==> src/rtl/mem_arb_pkg.sv <==
// Shared types and constants for the two-port memory arbiter.
// The grant state encoding doubles as the externally visible owner code.
package mem_arb_pkg;

  // Grant FSM states; the encoding is exported unchanged on the owner port
  typedef enum logic [1:0] {
    ST_IDLE = 2'b00,
    ST_G0   = 2'b01,
    ST_G1   = 2'b10
  } arb_state_e;

  // Port indices as stored in the last-served register
  localparam logic PORT0 = 1'b0;
  localparam logic PORT1 = 1'b1;

  // Default width of the saturating contention counter
  localparam int CW_DEFAULT = 16;

endpackage

==> src/rtl/rr_pick.sv <==
// Combinational two-way round-robin picker.
// A lone requester always wins; on a tie the port that was not served last wins.
module rr_pick
  import mem_arb_pkg::*;
(
  input  logic [1:0] req_i,
  input  logic       last_i,
  output logic [1:0] grant_o
);

  // One-hot grant from the request pair and the last-served port
  always_comb begin
    grant_o = 2'b00;
    case (req_i)
      2'b01:   grant_o = 2'b01;
      2'b10:   grant_o = 2'b10;
      2'b11:   grant_o = (last_i == PORT1) ? 2'b01 : 2'b10;
      default: grant_o = 2'b00;
    endcase
  end

endmodule

==> src/rtl/mem_arbiter.sv <==
// Arbiter sharing the unified memory between the CPU (port 0) and a second
// bus master (port 1). A registered grant state selects which port drives the
// memory for one cycle; the granted port sees a one-cycle ack. Ties are broken
// round-robin, and cycles in which a requester is held off are counted.
module mem_arbiter
  import mem_arb_pkg::*;
#(
  parameter int DW = 32,
  parameter int AW = 32,
  parameter int CW = CW_DEFAULT
) (
  input  logic          clk,
  input  logic          reset,
  input  logic          m0_req,
  input  logic          m0_we,
  input  logic [AW-1:0] m0_adr,
  input  logic [DW-1:0] m0_wd,
  input  logic          m1_req,
  input  logic          m1_we,
  input  logic [AW-1:0] m1_adr,
  input  logic [DW-1:0] m1_wd,
  output logic          m0_ack,
  output logic [DW-1:0] m0_rd,
  output logic          m1_ack,
  output logic [DW-1:0] m1_rd,
  output logic          mem_we,
  output logic [AW-1:0] mem_adr,
  output logic [DW-1:0] mem_wd,
  input  logic [DW-1:0] mem_rd,
  output logic [1:0]    owner,
  output logic [CW-1:0] conflicts
);

  localparam logic [CW-1:0] CONF_ONE = {{(CW-1){1'b0}}, 1'b1};

  arb_state_e    state_q, state_d;
  logic          last_q, last_d;
  logic [CW-1:0] conflicts_q, conflicts_d;
  logic [1:0]    grant_s;
  logic          deny_s;

  rr_pick u_rr_pick (
    .req_i   ({m1_req, m0_req}),
    .last_i  (last_q),
    .grant_o (grant_s)
  );

  // A requester is being held off while the other port owns the memory
  assign deny_s = ((state_q == ST_G0) && m1_req) || ((state_q == ST_G1) && m0_req);

  // Next grant state, last-served port and saturating contention count
  always_comb begin
    state_d     = ST_IDLE;
    last_d      = last_q;
    conflicts_d = conflicts_q;
    case (grant_s)
      2'b01: begin
        state_d = ST_G0;
        last_d  = PORT0;
      end
      2'b10: begin
        state_d = ST_G1;
        last_d  = PORT1;
      end
      default: begin
        state_d = ST_IDLE;
        last_d  = last_q;
      end
    endcase
    if (deny_s && !(&conflicts_q)) begin
      conflicts_d = conflicts_q + CONF_ONE;
    end else begin
      conflicts_d = conflicts_q;
    end
  end

  // Grant FSM registers; after reset port 1 counts as last served so the CPU wins the first tie
  always_ff @(posedge clk) begin
    if (!reset) begin
      state_q     <= ST_IDLE;
      last_q      <= PORT1;
      conflicts_q <= {CW{1'b0}};
    end else begin
      state_q     <= state_d;
      last_q      <= last_d;
      conflicts_q <= conflicts_d;
    end
  end

  // Route the owning port onto the memory bus and strobe its ack
  always_comb begin
    mem_we  = 1'b0;
    mem_adr = {AW{1'b0}};
    mem_wd  = {DW{1'b0}};
    m0_ack  = 1'b0;
    m1_ack  = 1'b0;
    case (state_q)
      ST_G0: begin
        mem_we  = m0_we;
        mem_adr = m0_adr;
        mem_wd  = m0_wd;
        m0_ack  = 1'b1;
      end
      ST_G1: begin
        mem_we  = m1_we;
        mem_adr = m1_adr;
        mem_wd  = m1_wd;
        m1_ack  = 1'b1;
      end
      default: begin
        mem_we  = 1'b0;
        mem_adr = {AW{1'b0}};
        mem_wd  = {DW{1'b0}};
        m0_ack  = 1'b0;
        m1_ack  = 1'b0;
      end
    endcase
  end

  // Read data goes to both masters; each qualifies it with its own ack
  assign m0_rd     = mem_rd;
  assign m1_rd     = mem_rd;
  assign owner     = state_q;
  assign conflicts = conflicts_q;

endmodule

==> config.mk <==
export PLATFORM = sky130hd
export DESIGN_NAME = mem_arbiter
export DESIGN_NICKNAME = d
export VERILOG_FILES = /design/src/rtl/mem_arb_pkg.sv /design/src/rtl/rr_pick.sv /design/src/rtl/mem_arbiter.sv
export SDC_FILE = /design/constraint.sdc
export NUM_CORES = 1
export LEC_CHECK = 0
export CAP_MARGIN = 20
export CORE_AREA = 2 2 121 123
export DETAILED_ROUTE_END_ITERATION = 8
export DIE_AREA = 0 0 123 125
export PLACE_DENSITY = 0.65
export SLEW_MARGIN = 10
export SYNTH_ARGS = -nofsm -noshare
export SYNTH_HDL_FRONTEND = slang
export SYNTH_SLANG_ARGS = --single-unit
==> constraint.sdc <==
create_clock -name clk -period 3.1 [get_ports clk]
set_input_delay 0.62 -clock clk [delete_from_list [all_inputs] [get_ports clk]]
set_output_delay 0.62 -clock clk [all_outputs]
set_load 0.01 [all_outputs]
==> run_results.csv, run 1 <==
group,metric,value,unit
status,status,"complete, no violations",
global_routing,track_usage,0.121,
sta,setup-violations-final,0,
critical_path,r2r_end,"conflicts[14]$_SDFFE_PN0P_",
global_routing,grt_pass1_vias,2966,
layout,fin_area,4280,sq um
placed_design,dp_cells,651,
floorplanning,rows,44,
sta,hold_viol,0,
critical_path,arrival,2220,ps
routing,wirelength,9980,microns
pwr,switching_share,0.277,
pwr,p_sw,0.260,mW
clock_tree,post-cts-setup-buffers,0,
synth,netlist.area_leader.share,0.211,
pwr,total_power,0.941,mW
synth,seq_area_frac_synth,0.164,
layout,layout-drive-gt1-share,0.0382,
pwr,intPower,0.680,mW
floorplanning,die_x,123,microns
global_routing,grt_pass1_wl,15000,microns
sta,drv_slew,0,
layout,antenna_cells,0,
layout,layout_common_cells,"clkdlybuf4s50_1, nor2_1, a22oi_1, dfxtp_1, a21oi_1",
layout,area_delta_synth_final,84.9,%
critical_path,cp-endpoint,"mem_wd[9]",
clock_tree,path_clk_slew,50,ps
synth,ys_types,37,
flow_run,max_cap_violations,0,
routing,drc,0,
clock_tree,post_cts_resized,0,
sta,fin_hold_ws,515,ps
routing,num_vias,2937,
placed_design,place_ws,488,ps
global_routing,antenna_found_initial,0,
layout,nets,643,
synth,async_flop_share,0,
sta,worst_slack,258,ps
routing,drtAntennaViolNets,0,
clock_tree,clock_path_buffers,2,
layout,final_core_util,0.301,
routing,wl_per_cell,15.2,microns
placed_design,port_buffers,218,
critical_path,cp_max_fo,44,
clock_tree,cts-root-buf,"clkbuf_16",
placed_design,placed_area,4200,sq um
global_routing,grt_max_degree,68,
clock_tree,cts_inserted_buffers,3,
critical_path,startpoint,"owner[0]$_SDFF_PN0_",
synth,ys.flop_type,"dfxtp_1",
sta,fin_crit,2840,ps
synth,synth_warnings,0,
synth,synth.cell_area,2320,sq um
sta,fin_setup_tns,0,ps
pwr,power_density,220,nW/um^2
synth,ys_top_cells_by_area,"a22oi_1, buf_4, dfxtp_1, nor2_1, a21oi_1",
layout,multi_input_area,1330,sq um
pwr,p_leak,1.40,nW
layout,final_common_cell,"clkdlybuf4s50_1",
placed_design,gp_congestion,0.754,
critical_path,reg2reg_setup_slack,820,ps
pwr,ir_drop,0.153,mV
pwr,comb_power_share,0.447,
sta,worstMarginPinSlew,482,ps
synth,synth-seq-cells,19,
synth,syn_nets,503,
synth,synth_edf_count,0,
critical_path,critPathRequiredTime,2480,ps
floorplanning,ios,315,
placed_design,dp_hpwl,7800,microns
routing,drt_iter0_drc,84,
synth,avgSynthCellArea,6.98,sq um
pwr,clkPwrFrac,0.282,
hold_path,min_path_type,"reg2reg",
synth,synth_top_cell_by_area,"a22oi_1",
sta,maxSlewHeadroom,0.676,
layout,stdcell_count,655,
layout,fillers,1523,
synth,syn-instance-count,332,
layout,seqCellArea,380,sq um
floorplanning,die_h,125,microns
sta,fin_skew,2.10,ps
routing,dr.pass1.iters,4,
clock_tree,hold_buffers,0,
floorplanning,initial_core_util,0.163,
sta,rsz0062_at_grt,"no",
clock_tree,h-tree-depth,1,
critical_path,r2r_start,"owner[1]$_SDFF_PN0_",
sta,post-route-period-util,0.917,
clock_tree,cts_tree,"built",
floorplanning,die-area,15400,sq um
pwr,power_frac_seq,0.271,
global_routing,grt.overflow.total,0,
routing,vias_per_cell,4.48,
clock_tree,clkSinkCount,19,
clock_tree,clk_latency,250,ps
critical_path,critPathKind,"reg2out",
critical_path,ff2ff_path_depth,7,
critical_path,cp-start-kind,"flip-flop",
floorplanning,core,14200,sq um
critical_path,end_kind,"output port",
sta,fmax,0.352,GHz
==> power by group through the flow <==
stage                     sequential, mW  clock (mW)  combinational (mW)
final                              0.255       0.265               0.421
after global routing               0.256       0.278               0.458
after CTS                          0.255       0.268               0.428
after detailed placement           0.260           0               0.426
after global placement             0.259           0               0.419
after floorplan                    0.260           0               0.230
==> layout make-up <==
type | count | share of cell area
Timing Repair Buffer | 224 | 0.523
Multi-Input combinational cell | 219 | 0.312
Sequential cell | 19 | 0.0888
Tap cell | 184 | 0.0538
Clock buffer | 4 | 0.0184
Inverter | 5 | 0.00438
==> Yosys cell counts, types with 2 or more instances <==
master,count
and3_2,2
nand3_1,6
nor3_1,2
nand4_1,4
a211oi_1,3
or3_1,6
o21ai_0,7
nand2_1,11
buf_1,6
buf_6,2
clkbuf_1,16
inv_1,5
and2_1,2
or4_1,2
ha_1,5
and4_1,2
nand2b_1,2
a21oi_1,13
buf_4,64
a22oi_1,65
o211ai_1,2
dfxtp_1,19
mux2i_1,3
nor2_1,70
==> layer usage <==
layer,part of all wire,vias to the layer above,track usage
li1,-,1416,-
met1,0.38,1333,0.131
met2,0.48,155,0.215
met3,0.11,33,0.0429
met4,0.024,0,0.0421
met5,0,-,0
==> flip-flops by register name, indices dropped and copies added (netlist names) <==
| register | cells |
|---|---|
| conflicts | 16 |
| owner | 2 |
| last_q | 1 |
==> how the worst min path moves through the flow <==
stage / slack (ps) / start / depth (start not counted) / end
final: 520 / conflicts[1]$_SDFFE_PN0P_ / 2 / conflicts[1]$_SDFFE_PN0P_
after detailed placement: 500 / conflicts[1]$_SDFFE_PN0P_ / 2 / conflicts[1]$_SDFFE_PN0P_
after global routing: 540 / conflicts[1]$_SDFFE_PN0P_ / 2 / conflicts[1]$_SDFFE_PN0P_
after CTS: 520 / conflicts[1]$_SDFFE_PN0P_ / 2 / conflicts[1]$_SDFFE_PN0P_
after floorplan: 470 / last_q$_SDFFE_PN1P_ / 2 / last_q$_SDFFE_PN1P_
after global placement: 480 / last_q$_SDFFE_PN1P_ / 2 / last_q$_SDFFE_PN1P_
==> worst max-delay path, stage by stage (launching register included) <==
cell and delay [ps]:
dfxtp_1 330, inv_1 90, ha_2 190, buf_4 390, a22oi_1 230, nor2_1 140
clkdlybuf4s50_1 570
==> cells by family after synthesis <==
group           share of synthesized area
simple gates                        0.238
buf+inv                             0.263
mux                                0.0130
compound gates                      0.295
flops                               0.164
fa+ha+maj                          0.0270
No activity file was read; power rests on OpenSTA's default activity.
==> run 2: changes to the inputs <==
- REMOVE_ABC_BUFFERS: unset -> 1
==> run_results.csv, run 2 (synthesized netlist as in run 1, its figures left out) <==
group,metric,value,unit
routing,drtAntennaViolNets,0,
sta,fin_crit,2780,ps
routing,dr.pass1.iters,4,
critical_path,critPathRequiredTime,2480,ps
critical_path,path_delay_family,"buffers and inverters",
routing,num_vias,3085,
placed_design,gp_congestion,0.813,
pwr,p_leak,1.40,nW
clock_tree,h-tree-depth,1,
layout,layout_common_cells,"clkdlybuf4s50_1, nor2_1, a22oi_1, dfxtp_1, a21oi_1",
layout,largest_register_ffs,16,
pwr,switching_share,0.295,
routing,wl_per_cell,27.9,microns
layout,stdcell_count,652,
sta,hold_viol,0,
routing,vias_per_cell,4.73,
sta,setup-violations-final,0,
pwr,comb_power_share,0.454,
clock_tree,clock_path_buffers,2,
placed_design,dp_cells,648,
clock_tree,clkSinkCount,19,
global_routing,antenna_found_initial,1,
global_routing,grt_max_degree,67,
critical_path,end_kind,"output port",
floorplanning,die-area,15400,sq um
critical_path,critPathSlowestCell,"clkdlybuf4s50_1",
sta,rsz0062_at_grt,"no",
floorplanning,initial_core_util,0.163,
global_routing,grt_pass1_wl,23500,microns
floorplanning,rows,44,
critical_path,critPathMaxStageDelay,600,ps
clock_tree,path_clk_slew,60,ps
critical_path,cp_max_fo,65,
critical_path,path_buf_inv,2,
critical_path,arrival,2160,ps
sta,fin_skew,1.19,ps
placed_design,dp_hpwl,15700,microns
sta,drv_slew,0,
pwr,p_sw,0.284,mW
clock_tree,cts-root-buf,"clkbuf_16",
global_routing,grt.overflow.total,0,
pwr,power_density,225,nW/um^2
critical_path,path_cells,"ha_2 -> buf_12 -> a22oi_1 -> nor2_1 -> clkdlybuf4s50_1",
pwr,clkPwrFrac,0.282,
sta,fin_setup_tns,0,ps
global_routing,track_usage,0.224,
sta,maxSlewHeadroom,0.670,
clock_tree,cts_tree,"built",
clock_tree,cts_inserted_buffers,3,
sta,post-route-period-util,0.898,
layout,layout-drive-gt1-share,0.0342,
clock_tree,hold_buffers,0,
layout,area_delta_synth_final,85.0,%
critical_path,cp-start-kind,"flip-flop",
global_routing,grt_pass1_vias,3022,
sta,fin_hold_ws,511,ps
sta,fmax,0.359,GHz
layout,antenna_cells,0,
layout,nets,640,
critical_path,critPathKind,"reg2out",
placed_design,port_buffers,218,
sta,worstMarginPinSlew,492,ps
floorplanning,ios,315,
flow_run,max_cap_violations,0,
hold_path,min_path_type,"reg2reg",
clock_tree,post-cts-setup-buffers,0,
pwr,power_frac_seq,0.264,
routing,wirelength,18200,microns
floorplanning,die_x,123,microns
layout,final_common_cell,"clkdlybuf4s50_1",
floorplanning,core,14200,sq um
clock_tree,clk_latency,250,ps
clock_tree,post_cts_resized,0,
routing,drc,0,
status,status,"complete, no violations",
pwr,ir_drop,0.297,mV
pwr,intPower,0.679,mW
routing,drt_iter0_drc,124,
floorplanning,die_h,125,microns
==> run 2: changes by cell type in the layout (fill, tap and decap cells not counted) <==
cell,previous run,this run
buf_12,1,3
clkbuf_1,1,0
buf_4,5,0
clkinv_2,0,1
==> run 2: routing by layer <==
layer,global-route usage,share of wire
met5,0.0493,0.0041
met4,0.0735,0.039
met3,0.229,0.22
met2,0.344,0.43
met1,0.195,0.31
==> run 2: worst min-delay path: cells and delay by family (launching register included) <==
kind | cells | cell delay, ps
flip-flops | 1 | 330
AO/OA/AOI/OAI | 2 | 130
==> run 2: power by group through the flow <==
stage | logic [mW] | registers [mW] | clock network [mW]
6_report | 0.437 | 0.254 | 0.271
5_1_grt | 0.473 | 0.255 | 0.287
4_1_cts | 0.442 | 0.254 | 0.271
3_5_place_dp | 0.439 | 0.259 | 0
3_3_place_gp | 0.434 | 0.259 | 0
2_1_floorplan | 0.133 | 0.260 | 0
==> run 2: path summary, 6_finish.rpt <==
| path | start | to | slack [ps] | cells after the start |
|---|---|---|---|---|
| min | conflicts[15]$_SDFFE_PN0P_ | conflicts[15]$_SDFFE_PN0P_ | 510 | 2 |
| max reg2reg | owner[1]$_SDFF_PN0_ | conflicts[14]$_SDFFE_PN0P_ | 1100 | 5 |
| min reg2reg | conflicts[15]$_SDFFE_PN0P_ | conflicts[15]$_SDFFE_PN0P_ | 510 | 2 |
| max | owner[1]$_SDFF_PN0_ | mem_adr[7] | 320 | 5 |
==> run 2: cell type report <==
cell class | instances | area [sq um]
flip-flops and latches | 19 | 380
clock buffers | 3 | 75.1
multi-input cells | 219 | 1330
well taps | 184 | 230
clock inverters | 1 | 5.00
fillers | 1516 | 9920
repair buffers | 221 | 2240
inverters | 5 | 18.8
==> run 2: stage by stage <==
| step | utilization | worst slack (ps) | power (mW) | area, sq um |
|---|---|---|---|---|
| 5_1_grt | 0.302 | 175 | 1.01 | 4290 |
| 3_5_place_dp | 0.296 | 468 | 0.698 | 4210 |
| 4_1_cts | 0.302 | 286 | 0.967 | 4290 |
| 3_3_place_gp | 0.296 | 441 | 0.693 | 4210 |
| 2_1_floorplan | - | 119 | 0.392 | 1730 |
| 6_report | 0.302 | 317 | 0.963 | 4290 |
